--- src/rtl/gerenciador_bolas_pkg.sv ---
// Shared entity constants (coordinate width, screen bounds, ball radius, 60 Hz divider)
// and the helper that locates a slot inside a packed coordinate bus.
package pacote_entidades;

  localparam int W_PADRAO      = 10;
  localparam int LARGURA_TELA  = 640;
  localparam int ALTURA_TELA   = 480;
  localparam int Y_TOPO_TELA   = 0;
  localparam int RAIO_PADRAO   = 5;
  localparam int DIV_TICK_60HZ = 833333;

  // LSB position of slot 'slot' in a bus packing 'largura'-bit fields.
  function automatic int slot_lsb(input int slot, input int largura);
    return slot * largura;
  endfunction

endpackage

--- src/rtl/gerenciador_bolas_detector_colisao.sv ---
// Combinational overlap test between a ball's bounding box and the enemy rectangle,
// evaluated one bit wider than the coordinates so the box edges never wrap.
module detector_colisao
  import pacote_entidades::*;
#(
  parameter int W    = W_PADRAO,
  parameter int RAIO = RAIO_PADRAO
) (
  input  logic [W-1:0] i_x,
  input  logic [W-1:0] i_y,
  input  logic [W-1:0] i_ret_x,
  input  logic [W-1:0] i_ret_y,
  input  logic [W-1:0] i_ret_larg,
  input  logic [W-1:0] i_ret_alt,
  output logic         o_colide
);

  localparam int         WE       = W + 1;
  localparam logic [W:0] RAIO_EXT = WE'(RAIO);
  localparam logic [W:0] UM       = WE'(1);

  logic [W:0] w_x, w_y;
  logic [W:0] w_bx_lo, w_bx_hi, w_by_lo, w_by_hi;
  logic [W:0] w_rx_lo, w_rx_hi, w_ry_lo, w_ry_hi;

  assign w_x = {1'b0, i_x};
  assign w_y = {1'b0, i_y};

  // The lower box edges clamp at the screen origin instead of going negative.
  assign w_bx_lo = (w_x >= RAIO_EXT) ? (w_x - RAIO_EXT) : '0;
  assign w_by_lo = (w_y >= RAIO_EXT) ? (w_y - RAIO_EXT) : '0;
  assign w_bx_hi = w_x + RAIO_EXT;
  assign w_by_hi = w_y + RAIO_EXT;

  assign w_rx_lo = {1'b0, i_ret_x};
  assign w_ry_lo = {1'b0, i_ret_y};
  assign w_rx_hi = {1'b0, i_ret_x} + {1'b0, i_ret_larg} - UM;
  assign w_ry_hi = {1'b0, i_ret_y} + {1'b0, i_ret_alt} - UM;

  assign o_colide = (w_bx_lo <= w_rx_hi) && (w_bx_hi >= w_rx_lo) &&
                    (w_by_lo <= w_ry_hi) && (w_by_hi >= w_ry_lo);

endmodule

--- src/rtl/gerenciador_bolas.sv ---
// Pool of allied projectiles: spawns at the ship, climbs each frame tick, retires on exit or hit.
// Optional macro DISPARO_AUTOMATICO_EN turns the fire key into auto-fire while held.
module gerenciador_bolas
  import pacote_entidades::*;
#(
  parameter int N_BOLAS  = 4,
  parameter int W        = W_PADRAO,
  parameter int PASSO    = 4,
  parameter int DIV_TICK = DIV_TICK_60HZ,
  parameter int COOLDOWN = 8,
  parameter int RAIO     = RAIO_PADRAO,
  parameter int Y_TOPO   = Y_TOPO_TELA
) (
  input  logic                 CLOCK_50,
  input  logic                 reset,
  input  logic                 pausa,
  input  logic                 disparar,
  input  logic [W-1:0]         x_nave,
  input  logic [W-1:0]         y_nave,
  input  logic [W-1:0]         x_inimigo,
  input  logic [W-1:0]         y_inimigo,
  input  logic [W-1:0]         largura_inimigo,
  input  logic [W-1:0]         altura_inimigo,
  output logic [N_BOLAS*W-1:0] x_bolas,
  output logic [N_BOLAS*W-1:0] y_bolas,
  output logic [N_BOLAS-1:0]   ativa,
  output logic [W-1:0]         raio_bola,
  output logic                 acerto,
  output logic [7:0]           n_acertos
);

  localparam int CW  = (DIV_TICK > 1) ? $clog2(DIV_TICK) : 1;
  localparam int CDW = (COOLDOWN > 0) ? $clog2(COOLDOWN + 1) : 1;
  localparam int WE  = W + 1;

  localparam logic [CW-1:0]  TICK_MAX  = CW'(DIV_TICK - 1);
  localparam logic [CDW-1:0] CD_CARGA  = CDW'(COOLDOWN);
  localparam logic [W:0]     LIM_SAIDA = WE'(Y_TOPO + PASSO);
  localparam logic [W-1:0]   PASSO_W   = W'(PASSO);

  logic [CW-1:0]  r_cnt;
  logic [CDW-1:0] r_cd;
  logic           r_disp_ant;
  logic [W-1:0]   r_x [N_BOLAS];
  logic [W-1:0]   r_y [N_BOLAS];
  logic [N_BOLAS-1:0] r_ativa;
  logic           r_acerto;
  logic [7:0]     r_n_acertos;

  logic               w_tick, w_fire, w_spawn;
  logic [N_BOLAS-1:0] w_sel, w_colide, w_hit;
  logic [15:0]        w_n_hits, w_total;

  assign w_tick = ~pausa & (r_cnt == TICK_MAX);

`ifdef DISPARO_AUTOMATICO_EN
  assign w_fire = disparar & ~pausa;
`else
  assign w_fire = disparar & ~r_disp_ant & ~pausa;
`endif

  assign w_spawn = w_fire & (r_cd == '0) & ~(&r_ativa);
  assign w_hit   = {N_BOLAS{w_tick}} & r_ativa & w_colide;

  // Lowest-index free slot, taken from the occupancy before this cycle's tick.
  always_comb begin
    logic achou;
    achou = 1'b0;
    w_sel = '0;
    for (int i = 0; i < N_BOLAS; i++) begin
      if (!r_ativa[i] && !achou) begin
        w_sel[i] = 1'b1;
        achou    = 1'b1;
      end
    end
  end

  always_comb begin
    w_n_hits = '0;
    for (int i = 0; i < N_BOLAS; i++) w_n_hits = w_n_hits + 16'(w_hit[i]);
    w_total = 16'(r_n_acertos) + w_n_hits;
  end

  for (genvar g = 0; g < N_BOLAS; g++) begin : g_slot
    detector_colisao #(.W(W), .RAIO(RAIO)) u_detector (
      .i_x       (r_x[g]),
      .i_y       (r_y[g]),
      .i_ret_x   (x_inimigo),
      .i_ret_y   (y_inimigo),
      .i_ret_larg(largura_inimigo),
      .i_ret_alt (altura_inimigo),
      .o_colide  (w_colide[g])
    );
    assign x_bolas[slot_lsb(g, W) +: W] = r_x[g];
    assign y_bolas[slot_lsb(g, W) +: W] = r_y[g];
  end

  always_ff @(posedge CLOCK_50 or posedge reset) begin
    if (reset) begin
      r_cnt       <= '0;
      r_cd        <= '0;
      r_disp_ant  <= 1'b0;
      r_ativa     <= '0;
      r_acerto    <= 1'b0;
      r_n_acertos <= '0;
      for (int i = 0; i < N_BOLAS; i++) begin
        r_x[i] <= '0;
        r_y[i] <= '0;
      end
    end else begin
      r_disp_ant <= disparar;
      if (!pausa) r_cnt <= (r_cnt == TICK_MAX) ? '0 : r_cnt + CW'(1);
      if (w_spawn) r_cd <= CD_CARGA;
      else if (w_tick && r_cd != '0) r_cd <= r_cd - CDW'(1);
      // A hit retires the ball before the exit test or the move is considered.
      for (int i = 0; i < N_BOLAS; i++) begin
        if (w_spawn && w_sel[i]) begin
          r_x[i]     <= x_nave;
          r_y[i]     <= y_nave;
          r_ativa[i] <= 1'b1;
        end else if (w_tick && r_ativa[i]) begin
          if (w_colide[i]) r_ativa[i] <= 1'b0;
          else if ({1'b0, r_y[i]} < LIM_SAIDA) r_ativa[i] <= 1'b0;
          else r_y[i] <= r_y[i] - PASSO_W;
        end
      end
      r_acerto    <= |w_hit;
      r_n_acertos <= (w_total > 16'd255) ? 8'hFF : w_total[7:0];
    end
  end

  assign ativa     = r_ativa;
  assign acerto    = r_acerto;
  assign n_acertos = r_n_acertos;
  assign raio_bola = W'(RAIO);

endmodule
--- config.mk ---
export PLATFORM = sky130hd
export DESIGN_NAME = gerenciador_bolas
export DESIGN_NICKNAME = d
export VERILOG_FILES = /design/src/rtl/gerenciador_bolas_pkg.sv /design/src/rtl/gerenciador_bolas_detector_colisao.sv /design/src/rtl/gerenciador_bolas.sv
export SDC_FILE = /design/constraint.sdc
export NUM_CORES = 1
export LEC_CHECK = 0
export ABC_AREA = 1
export BUFFER_PORTS_ARGS = -buffer_cell sky130_fd_sc_hd__buf_2
export CAP_MARGIN = 20
export CORE_UTILIZATION = 45
export CTS_CLUSTER_SIZE = 25
export DETAILED_ROUTE_END_ITERATION = 8
export PLACE_DENSITY = 0.66
export SKIP_LAST_GASP = 1
export SYNTH_ARGS = -nofsm -noshare
export SYNTH_HDL_FRONTEND = slang
export SYNTH_SLANG_ARGS = --single-unit
export TNS_END_PERCENT = 100
--- constraint.sdc ---
create_clock -name CLOCK_50 -period 4.6 [get_ports CLOCK_50]
set_input_delay 0.46 -clock CLOCK_50 [delete_from_list [all_inputs] [get_ports CLOCK_50]]
set_output_delay 0.46 -clock CLOCK_50 [all_outputs]
set_load 0.05 [all_outputs]
Word-level counts from Yosys, hierarchy flattened
Cells that the tools add are included.
Widths: inputs -> output; s select.
{"block": "totals", "reg_bits": 118, "elab_cells": 195, "input_bits": 64, "latch_bits": 0, "output_inout_bits": 103, "mem_bits_ro": 0, "memories": 0, "ram_bits": 0}
{"block": "op_classes", "n_mux": 50, "div_mod_pow": 0, "eq_ne": 9, "bitwise": 10, "magnitude_cmp": 29, "reduce_logical": 50, "add_sub_neg": 30, "n_mul": 0, "shifts": 0}
{"operator": "$mux 10", "n": 16}
{"operator": "$add 10x3->11 const B", "n": 8}
{"operator": "$ge 11x10->1", "n": 8}
{"operator": "$le 11x11->1", "n": 8}
{"operator": "$mux 11", "n": 8}
{"operator": "$sub 10x3->11 const B", "n": 8}
{"operator": "$ge 10x3->1 const B", "n": 8}
{"operator": "$lt 10x3->1 const B", "n": 4}
{"operator": "$sub 10x3->10 const B", "n": 4}
{"operator": "$logic_and 1x1->1", "n": 24}
{"operator": "$add 10x10->11", "n": 2}
{"operator": "$mux 1", "n": 22}
{"operator": "$sub 11x1->11 const B", "n": 2}
{"operator": "$add 20x1->20 const B", "n": 1}
{"operator": "$eq 20x20->1 const B", "n": 1}
{"operator": "$mux 20", "n": 1}
{"operator": "$ne 2x2->1 const B", "n": 8}
{"operator": "$reduce_and 3->1", "n": 4}
{"operator": "$reduce_bool 3->1", "n": 4}
{"operator": "$reduce_bool 2->1", "n": 5}
{"operator": "$add 8x4->9", "n": 1}
{"operator": "$gt 9x8->1 const B", "n": 1}
{"operator": "$and 4x4->4", "n": 2}
{"operator": "$mux 4", "n": 2}
{"operator": "other kinds (13)", "n": 26}

Logic depth before layout (Yosys ltp)
Gate-level depths: netlist of the first run.
{"block": "depth", "ltp_word": 13, "ltp_mapped": 37, "ltp_nobuf": 37}

Modules after synthesis
From an unflattened synthesis of the first run, not the netlist that was laid out.
{"block": "hier_totals", "hier_cells": 2930, "hier_area_um2": 19437.4}
{"mod": "detector_colisao (g_slot[0].u_detector ...)", "instances": 3, "area_each_um2": 3213.1, "cells_per_inst": 513, "seq_area_each_um2": 0.0}
{"mod": "gerenciador_bolas", "instances": 1, "area_each_um2": 6525.0, "cells_per_inst": 852, "seq_area_each_um2": 2952.8}
{"mod": "detector_colisao (g_slot[1].u_detector)", "instances": 1, "area_each_um2": 3273.1, "cells_per_inst": 539, "seq_area_each_um2": 0.0}

Least setup slack after synthesis of the first run
No wires, ideal clock.
{"block": "synth_timing", "kind": "input to register", "startpoint": "in y_inimigo[1]", "endpoint": "reg r_n_acertos[2], in the netlist n_acertos[2]", "arrival_time_ps": 5503, "t_required_ps": 4462, "cell_stages": 36, "n_path_buf": 0, "path_slack_ps": -1041, "setup_ps": 138, "path_cell_list": "inv_1 ha_1 inv_1 ha_1 inv_1 fa_1 o21ai_0 nand2_1 nand2_1 a21oi_1 inv_1 a21oi_1 o21bai_1 xor2_1 ha_1 nand2_1 nor2_1 and2_1 nand2_1 nand3_1 nand2_1 inv_1 a21oi_1 nand3_1 nor2_1 inv_1 fa_1 inv_1 fa_1 fa_1 nand2_1 inv_1 nand2_1 nor2_1 nand4_1 o21ai_0"}
{"block": "synth_between", "elab_chain_len": 12, "elab_cells_between_ends": 25, "classes_between": "6 x add/sub; 9 x order compare; 1 x mux; 1 x bitwise; 8 x reduce/logical"}
{"element": "from (decl)", "line": "gerenciador_bolas.sv:21", "source": "input logic [W-1:0] y_inimigo,"}
{"element": "$add 10x10->11", "line": "gerenciador_bolas_detector_colisao.sv:38", "source": "assign w_ry_hi = {1'b0, i_ret_y} + {1'b0, i_ret_alt} - UM;"}
{"element": "$sub 11x1->11", "line": "gerenciador_bolas_detector_colisao.sv:38"}
{"element": "$le 11x11->1", "line": "gerenciador_bolas_detector_colisao.sv:41", "source": "(w_by_lo <= w_ry_hi) && (w_by_hi >= w_ry_lo);"}
{"element": "$logic_and 1x1->1", "line": "gerenciador_bolas_detector_colisao.sv:40", "source": "assign o_colide = (w_bx_lo <= w_rx_hi) && (w_bx_hi >= w_rx_lo) &&"}
{"element": "$logic_and 1x1->1", "line": "gerenciador_bolas_detector_colisao.sv:41"}
{"element": "$and 4x4->4 (*)", "line": "gerenciador_bolas.sv:63", "source": "assign w_hit = {N_BOLAS{w_tick}} & r_ativa & w_colide;"}
{"element": "$add 1x1->2", "line": "gerenciador_bolas.sv:80", "source": "for (int i = 0; i < N_BOLAS; i++) w_n_hits = w_n_hits + 16'(w_hit[i]);"}
{"element": "$add 2x1->3", "line": "gerenciador_bolas.sv:80"}
{"element": "$add 3x1->4 (*)", "line": "gerenciador_bolas.sv:80"}
{"element": "$add 8x4->9 (*)", "line": "gerenciador_bolas.sv:81", "source": "w_total = 16'(r_n_acertos) + w_n_hits;"}
{"element": "$gt 9x8->1", "line": "gerenciador_bolas.sv:128", "source": "r_n_acertos <= (w_total > 16'd255) ? 8'hFF : w_total[7:0];"}
{"element": "$mux 8 (*)", "line": "gerenciador_bolas.sv:128"}
{"element": "to (signal assigned)", "line": "gerenciador_bolas.sv:128"}
{"element": "to (decl)", "line": "gerenciador_bolas.sv:48", "source": "logic [7:0] r_n_acertos;"}
Mark *: on every way between the ends. The rest lies on a longest branch, timed or not.
A chain may end at the register's enable or synchronous reset.

Final worst setup path of the first run
{"block": "layout_timing", "startpoint": "in altura_inimigo[2]", "endpoint": "reg r_n_acertos[2], in the netlist n_acertos[2]"}
{"block": "layout_between", "elab_chain_len": 12, "elab_cells_between_ends": 21, "classes_between": "6 x add/sub; 5 x order compare; 1 x mux; 1 x bitwise; 8 x reduce/logical"}
{"element": "from (decl)", "line": "gerenciador_bolas.sv:23", "source": "input logic [W-1:0] altura_inimigo,"}
{"element": "$add 10x10->11 (*)", "line": "gerenciador_bolas_detector_colisao.sv:38"}
{"element": "$sub 11x1->11 (*)", "line": "gerenciador_bolas_detector_colisao.sv:38"}
{"element": "$le 11x11->1", "line": "gerenciador_bolas_detector_colisao.sv:41"}
{"element": "$logic_and 1x1->1", "line": "gerenciador_bolas_detector_colisao.sv:40"}
{"element": "$logic_and 1x1->1", "line": "gerenciador_bolas_detector_colisao.sv:41"}
{"element": "$and 4x4->4 (*)", "line": "gerenciador_bolas.sv:63"}
{"element": "$add 1x1->2", "line": "gerenciador_bolas.sv:80"}
{"element": "$add 2x1->3", "line": "gerenciador_bolas.sv:80"}
{"element": "$add 3x1->4 (*)", "line": "gerenciador_bolas.sv:80"}
{"element": "$add 8x4->9 (*)", "line": "gerenciador_bolas.sv:81"}
{"element": "$gt 9x8->1", "line": "gerenciador_bolas.sv:128"}
{"element": "$mux 8 (*)", "line": "gerenciador_bolas.sv:128"}
Marks and branches as above.

==> results of run 1 <==
-- cell type report --
type / count / area, sq um / share of cell area (%)
clock buffers: 21 / 460 / 2.42
clock inverters: 11 / 149 / 0.781
inverters: 384 / 1470 / 7.72
multi-input cells: 1657 / 10600 / 55.6
flip-flops and latches: 118 / 2950 / 15.5
well taps: 442 / 553 / 2.90
repair buffers: 429 / 2870 / 15.0
-- repair_timing --
item | CTS | global route
endpoints found under the setup margin | 8 | 8
hold buffers | 0 | 0
buffers inserted | 7 | 14
pin swaps | 21 | 55
gates resized for setup | 19 | 64
-- kinds of logic after synthesis --
kind of cell,after synthesis
simple gates,964
flops,118
mux,1
other cells,2
fa+ha+maj,256
xor+xnor,126
buf+inv,443
compound gates,300
-- sequential cells by signal (all words and copies together), names as in the netlist --
| name | count |
|---|---|
| ativa | 4 |
| r_disp_ant | 1 |
| n_acertos | 8 |
| x_bolas | 40 |
| y_bolas | 40 |
| r_cnt | 20 |
| r_cd | 4 |
| acerto | 1 |
-- final timing paths --
check                                       start            to  slack [ps]
worst max-delay path            altura_inimigo[2]  n_acertos[2]        -490
worst min-delay path                     disparar    r_disp_ant         170
worst max register to register        y_bolas[24]  n_acertos[2]        -290
worst min register to register            r_cd[3]       r_cd[3]         500
max in group asynchronous                   reset   y_bolas[22]        3400
min in group asynchronous                   reset  n_acertos[4]         250
-- critical path, delay by kind of cell --
kind | cells | cell delay, ps
xor+xnor | 1 | 250
compound gates | 6 | 820
fa+ha+maj | 6 | 1970
buf+inv | 7 | 420
simple gates | 15 | 1440
-- power by group --
group          switching [mW]  total (mW)  internal (mW)  leakage, nW
clock network           0.543        1.42          0.882        0.290
logic                   0.725        1.27          0.544         9.49
registers              0.0401        1.12           1.08         1.48
-- cells in the final DEF, fill, tap and decap left out, drive strengths merged, types with 2 or more instances in the layout --
master      n
a211oi      2
a21boi      2
a21o        9
a21oi     129
a31oi       4
a41oi       6
and2        2
buf       429
bufinv      3
clkbuf     21
clkinv      7
clkinvlp    3
conb       10
dfrtp     118
fa          5
ha        251
inv       382
nand2     479
nand3      81
nand3b      6
nand4      66
nor2      275
nor3       39
nor3b       3
nor4       10
o21a       10
o21ai     129
or2         2
xnor2      26
xor2      100
-- layer usage --
layer / wire [um] / GRT usage (%) / vias to the layer above
met2: 23400 / 51.1 / 451
met5: 0 / 0 / -
met3: 2970 / 5.43 / 120
met1: 20500 / 35.2 / 7235
met4: 2480 / 15.0 / 0
li1: - / - / 7892
-- metrics by stage --
stage | utilization, % | power (mW) | cell area (sq um) | std cells
final | 58.6 | 3.81 | 19100 | 3062
after global routing | 58.6 | 4.02 | 19100 | 3062
after CTS | 57.4 | 3.73 | 18700 | 3048
after detailed placement | 55.1 | 2.29 | 17900 | 3009
after global placement | 55.1 | 2.25 | 17900 | 3009
after floorplan | - | 1.79 | 15000 | 2218
==> results_dict.tcl, run 1 <==
set metrics [dict create \
    outcome "finished, violations left" \
    violations "negative setup slack" \
    crit_path_max_incr_delay_ps 500 \
    relSlewSlack_pct 32.3 \
    synthArstFlopShare_pct 100 \
    cts_htree_levels 4 \
    fin_setup_tns_ps -3660 \
    synth_top_family_by_area "simple AND/OR/NAND/NOR gates" \
    worstRegToRegCells 29 \
    yosysWarnings 0 \
    first_iter_violations 1008 \
    postSynthRegisterBits 118 \
    fin_crit_sh_pct 111 \
    grt_max_degree 73 \
    areaGrowthSynthToFinish_pct 28.1 \
    crit_top_cell "inv_2" \
    critical_path.max_fanout 8 \
    grt_pass1_vias 15171 \
    nets 2927 \
    setup_viol 8 \
    grt_overflow 0 \
    hold_depth 1 \
    cp.required_ps 4900 \
    antenna_found_initial 0 \
    fin_ws_ps -485 \
    synth-xor-area-share_pct 7.42 \
    pre_cts_ws_ps -1250 \
    hold_viol 0 \
    clk_latency_ps 430 \
    yosys-top-cells-area "ha_1 21%, dfrtp_1 20%, nand2_1 12%" \
    critical_path_class "input port to flop" \
    grt_pass1_wl_um 78000 \
    skew_ps 10.0 \
    synth_edf_count 0 \
    dr.pass1.iters 5 \
    synth_area_sq_um 14900 \
    clk_pin_slew_worst_paths_ps 60 \
    cts_tree "yes" \
    hp-class "input port to flop" \
    dieWidth_um 184 \
    rsz0062_at_grt "yes" \
    root_buffer "clkbuf_16" \
    ys_top_cells_by_count "476 x nand2_1, 377 x inv_1, 270 x nor2_1" \
    synthFlopType "dfrtp_1" \
    slowest_stage "fa_1" \
    powerDensity_nw_per_um2 200 \
    cts_max_path_buffers 2 \
    slew_viol_final 0 \
    drc 0 \
    vdd_drop_max_mv 0.168 \
    synth_mux_area_share_pct 0.0673 \
    worst_pin_slew_ps 1010 \
    wl_per_cell_um 16.1 \
    clock-sinks 118 \
    die_h_um 184 \
    yosysMostFrequentCell "nand2_1" \
    vias 15698 \
    dieArea_sq_um 33800 \
    synthAdderAreaFrac_pct 21.8 \
    fillers 3124 \
    core_area_sq_um 32500 \
    cp-end-kind "flop" \
    yosys.area.top_type "ha_1" \
    power_leakage_nw 11.3 \
    dp_hpwl_um 40100 \
    synthCells 2210 \
    synth_seq_area_share_pct 19.9 \
    grt.total_usage_pct 29.7 \
    startpoint_type "input port" \
    wirelength_um 49400 \
    cts_buffers 17 \
    max_cap_violations 0 \
    synthSimpleGateAreaFrac_pct 27.9 \
    ios 167 \
    start_util_pct 45.7 \
    synth_top_area_share_pct 21.1 \
    arrival_ps 5390 \
    hold_slack_ps 165 \
    synth_cell_types 56 \
    io_buffers 156 \
    row_count 66 \
    vias_per_cell 5.13 \
    gp_congestion 0.945 \
    diodes 0 \
    finalCriticalPeriod_ps 5090 \
    fmax_mhz 197 \
    drive_above_1_share_pct 22.1 \
    syn_avg_cell_area_sq_um 6.73 \
    synth_compound_area_share_pct 11.2 \
    drtAntennaViolNets 0 \
]
Power figures use the tool's default switching activity.
==> run 2, diff against run 1 <==
Settings changed: RECOVER_POWER set to 25.
==> run 2 against run 1 <==
  * The run ends with max-capacitance violations, max-slew violations, negative setup slack left
  * Clock power is essentially flat
  * Sequential share of layout area is essentially flat
  * Final area is essentially flat
  * Routed wire length shrank 0.23%
  * Fmax is essentially flat
  * Utilization is essentially flat
  * Combinational power is essentially flat
  * Count of clock-buffer cells in the layout is the same
  * Worst hold slack gained 18 ps
  * Via count shrank 0.25%
==> results_dict.tcl, run 2 (synthesis results as in run 1) <==
set metrics [dict create \
    crit_top_cell "inv_2" \
    clock-sinks 118 \
    clk_latency_ps 430 \
    dieWidth_um 184 \
    powerDensity_nw_per_um2 200 \
    gp_congestion 0.945 \
    drc 0 \
    hp-class "input port to flop" \
    cts_htree_levels 4 \
    critical_path.max_fanout 8 \
    ios 167 \
    vias_per_cell 5.11 \
    cts_tree "yes" \
    fin_ws_ps -480 \
    final_common_cell "nand2_1" \
    rsz0062_at_grt "yes" \
    cts_buffers 17 \
    areaGrowthSynthToFinish_pct 28.1 \
    first_iter_violations 1008 \
    crit_path_max_incr_delay_ps 500 \
    max_cap_violations 1 \
    skew_ps 10.8 \
    cts_max_path_buffers 2 \
    relSlewSlack_pct -127 \
    row_count 66 \
    violations "max-capacitance violations, max-slew violations, negative setup slack" \
    cp.required_ps 4900 \
    nets 2927 \
    fmax_mhz 197 \
    fin_crit_sh_pct 110 \
    start_util_pct 45.7 \
    dieArea_sq_um 33800 \
    grt_pass1_vias 15171 \
    wirelength_um 49300 \
    power_leakage_nw 11.2 \
    diodes 0 \
    grt_overflow 0 \
    hold_depth 1 \
    grt_max_degree 73 \
    core_area_sq_um 32500 \
    grt_pass1_wl_um 78000 \
    arrival_ps 5380 \
    critical_path_class "input port to flop" \
    fillers 3128 \
    io_buffers 156 \
    dr.pass1.iters 9 \
    p_total_mw 3.81 \
    layout_common_cells "467 x nand2_1, 354 x inv_1, 271 x buf_4" \
    vdd_drop_max_mv 0.168 \
    dp_hpwl_um 40100 \
    dp_cells 3009 \
    root_buffer "clkbuf_16" \
    wl_per_cell_um 16.1 \
    vias 15659 \
    grt.total_usage_pct 29.7 \
    drtAntennaViolNets 0 \
    finalCriticalPeriod_ps 5080 \
    worstRegToRegCells 29 \
    antenna_found_initial 0 \
    postCtsHoldBufs 0 \
    hold_viol 0 \
    pre_cts_ws_ps -1250 \
    cp-end-kind "flop" \
    clk_pin_slew_worst_paths_ps 60 \
    outcome "finished, violations left" \
    slew_viol_final 73 \
    drive_above_1_share_pct 22.0 \
    slowest_stage "fa_1" \
    die_h_um 184 \
    instances_no_fill 3062 \
    startpoint_type "input port" \
    setup_viol 8 \
    worst_pin_slew_ps 3390 \
]
## run 2: timing repair
action | in CTS | in global routing
setup buffers | 7 | 14
pin swaps | 21 | 55
gates cloned | 0 | 0
gates resized for setup | 19 | 64
endpoints found under the setup margin | 8 | 8
## run 2: final timing paths
check | endpoint | start | slack (ps)
worst max-delay path | n_acertos[2] | altura_inimigo[2] | -480
worst min-delay path | r_disp_ant | disparar | 180
worst max register to register | n_acertos[2] | y_bolas[24] | -290
worst min register to register | r_cd[3] | r_cd[3] | 500
max in group asynchronous | r_disp_ant | reset | 1340
min in group asynchronous | n_acertos[4] | reset | 1020
## run 2: area by class of cell
| type | instances | area [sq um] | area share [%] |
|---|---|---|---|
| Inverter | 384 | 1470 | 7.72 |
| Sequential cell | 118 | 2950 | 15.5 |
| Clock inverter | 11 | 149 | 0.782 |
| Tap cell | 442 | 553 | 2.90 |
| Multi-Input combinational cell | 1657 | 10600 | 55.7 |
| Clock buffer | 21 | 460 | 2.42 |
| Timing Repair Buffer | 429 | 2860 | 15.0 |
## run 2: layer usage
metal	vias to the layer above	track usage (%)	share of wire [%]
met2	439	51.1	48
met3	118	5.43	6.1
met1	7211	35.2	41
met5	-	0	0
met4	0	15.0	5.0
li1	7891	-	-
## run 2: through the flow
| stage | hold slack, ps | cell area [sq um] | utilization [%] | TNS (ps) |
|---|---|---|---|---|
| 6_report | 183 | 19000 | 58.5 | -3640 |
| 5_1_grt | 176 | 19000 | 58.5 | -5730 |
| 4_1_cts | 166 | 18700 | 57.4 | -4750 |
| 3_5_place_dp | 491 | 17900 | 55.1 | -9870 |
| 3_3_place_gp | 482 | 17900 | 55.1 | -8490 |
| 2_1_floorplan | 466 | 15000 | - | -4480 |
## run 2: power breakdown
group	switching, mW	internal [mW]	total [mW]
clock network	0.539	0.882	1.42
logic	0.725	0.544	1.27
registers	0.0401	1.08	1.12
total	1.30	2.50	3.81
## run 2: critical path, delay by kind of cell
family / cells / cell delay (ps)
AO/OA/AOI/OAI: 6 / 820
buffers and inverters: 7 / 420
XOR/XNOR: 1 / 250
adder cells (fa/ha/maj): 6 / 1970
AND/OR/NAND/NOR: 15 / 1430
==> run 3, diff against run 2 <==
Settings changed: REMOVE_ABC_BUFFERS set to 1.
==> run 3 against run 2 <==
  * The flow still finishes with violations (max-capacitance violations, max-slew violations, negative setup slack)
  * Sequential power about the same
  * Combinational power about the same
  * Utilization up 0.80 points
  * First-iteration DRC count down 11%
  * Worst hold slack better by 3.3 ps
  * Total power up 2.0%
  * Clock power up 4%
  * Final area up 1.4%
  * Global-route usage up 0.26 points
  * Register-to-register slack worse by 140 ps
  * Critical path type unchanged
==> results_dict.tcl, run 3 (synthesis results as in run 1) <==
set metrics [dict create \
    fin_ws_ps -579 \
    skew_ps 13.0 \
    r2r_slack_ps -430 \
    layout_common_cells "467 x nand2_1, 362 x inv_1, 322 x buf_4" \
    drive_above_1_share_pct 22.7 \
    cp-end-kind "flop" \
    gp_congestion 0.991 \
    finalCriticalPeriod_ps 5180 \
    nets 2977 \
    clock-sinks 118 \
    globalRouteMet2Util_pct 52.8 \
    cp.required_ps 4920 \
    fin_area_sq_um 19300 \
    outcome "finished, violations left" \
    cts_htree_levels 4 \
    p_total_mw 3.88 \
    vias_per_cell 5.13 \
    dieArea_sq_um 33800 \
    start_util_pct 45.7 \
    startpoint_type "input port" \
    dr.pass1.iters 5 \
    core_area_sq_um 32500 \
    relSlewSlack_pct -53.4 \
    cts_buffers 17 \
    ios 167 \
    io_buffers 156 \
    grt.total_usage_pct 29.9 \
    final_common_cell "nand2_1" \
    fillers 3136 \
    diodes 0 \
    die_h_um 184 \
    fin_crit_sh_pct 113 \
    clk_latency_ps 440 \
    crit_path_max_incr_delay_ps 490 \
    row_count 66 \
    cts_tree "yes" \
    dieWidth_um 184 \
    grt_pass1_wl_um 78600 \
    violations "max-capacitance violations, max-slew violations, negative setup slack" \
    drtAntennaViolNets 0 \
    hold_slack_ps 186 \
    grtUsageMet3_pct 4.87 \
    cts_max_path_buffers 2 \
    arrival_ps 5500 \
    hp-class "input port to flop" \
    rsz0062_at_grt "yes" \
    worst_pin_slew_ps 2290 \
    place_area_sq_um 18100 \
    vdd_drop_max_mv 0.206 \
    grt_pass1_vias 15412 \
    first_iter_violations 893 \
    dp_hpwl_um 40100 \
    clk_pin_slew_worst_paths_ps 60 \
    vias 15941 \
    slew_viol_final 83 \
    max_cap_violations 2 \
    grt_overflow 0 \
    root_buffer "clkbuf_16" \
    grt_max_degree 50 \
    slowest_stage "fa_1" \
    postCtsHoldBufs 0 \
    busiest_layer "met2" \
    wl_per_cell_um 16.0 \
    fmax_mhz 193 \
    power_leakage_nw 11.5 \
    drc 0 \
    hold_viol 0 \
    critical_path_class "input port to flop" \
    powerDensity_nw_per_um2 201 \
    wirelength_um 49900 \
    setup_viol 8 \
    use_met1_pct 35.4 \
    antenna_found_initial 0 \
    critical_path.max_fanout 5 \
    areaGrowthSynthToFinish_pct 29.8 \
]
run 3: what timing repair did:
item / 4_1_cts / 5_1_grt
endpoints found under the setup margin: 8 / 8
resized for setup: 57 / 25
pin swaps: 35 / 43
buffers inserted: 21 / 12
run 3: worst paths after layout:
check | to | cells past startpoint | from
max in group asynchronous | y_bolas[3] | 3 | reset
min in group asynchronous | n_acertos[5] | 2 | reset
min | r_disp_ant | 1 | disparar
min reg2reg | r_cd[3] | 2 | r_cd[3]
max reg2reg | n_acertos[7] | 28 | y_bolas[23]
max | n_acertos[7] | 35 | largura_inimigo[1]
run 3: layout make-up:
type | count | area, sq um | share of cell area (%)
timing repair buffer | 479 | 3210 | 16.6
multi-input combinational | 1657 | 10500 | 54.5
tap | 442 | 553 | 2.86
sequential | 118 | 2950 | 15.3
inverter | 384 | 1450 | 7.50
clock inverter | 11 | 175 | 0.907
clock buffer | 19 | 443 | 2.29
run 3: metrics by stage:
step	utilization [%]	std cells	worst slack [ps]	setup TNS (ps)
6_report	59.3	3110	-579	-4400
5_1_grt	59.3	3110	-869	-6670
4_1_cts	58.7	3098	-531	-3970
3_5_place_dp	55.6	3047	-1540	-11980
3_3_place_gp	55.6	3047	-1330	-10340
2_1_floorplan	-	2159	-1040	-8070
run 3: power by group:
group | switching, mW | leakage [nW] | internal (mW) | total, mW
logic | 0.719 | 9.72 | 0.571 | 1.29
registers | 0.0388 | 1.48 | 1.08 | 1.11
clock network | 0.557 | 0.296 | 0.919 | 1.48
total | 1.32 | 11.5 | 2.57 | 3.88
run 3: routing by layer:
metal | vias up | wire length, um
met5 | - | 0
met2 | 471 | 24100
li1 | 7989 | -
met1 | 7358 | 20600
met3 | 123 | 2720
met4 | 0 | 2430
run 3: critical path, delay by kind of cell:
family,cells,cell delay (ps)
buffers and inverters,7,480
AOI/OAI and AO/OA,3,530
xor gates and xnor gates,1,240
and+or+nand+nor,17,1450
adders and majority gates,7,2300
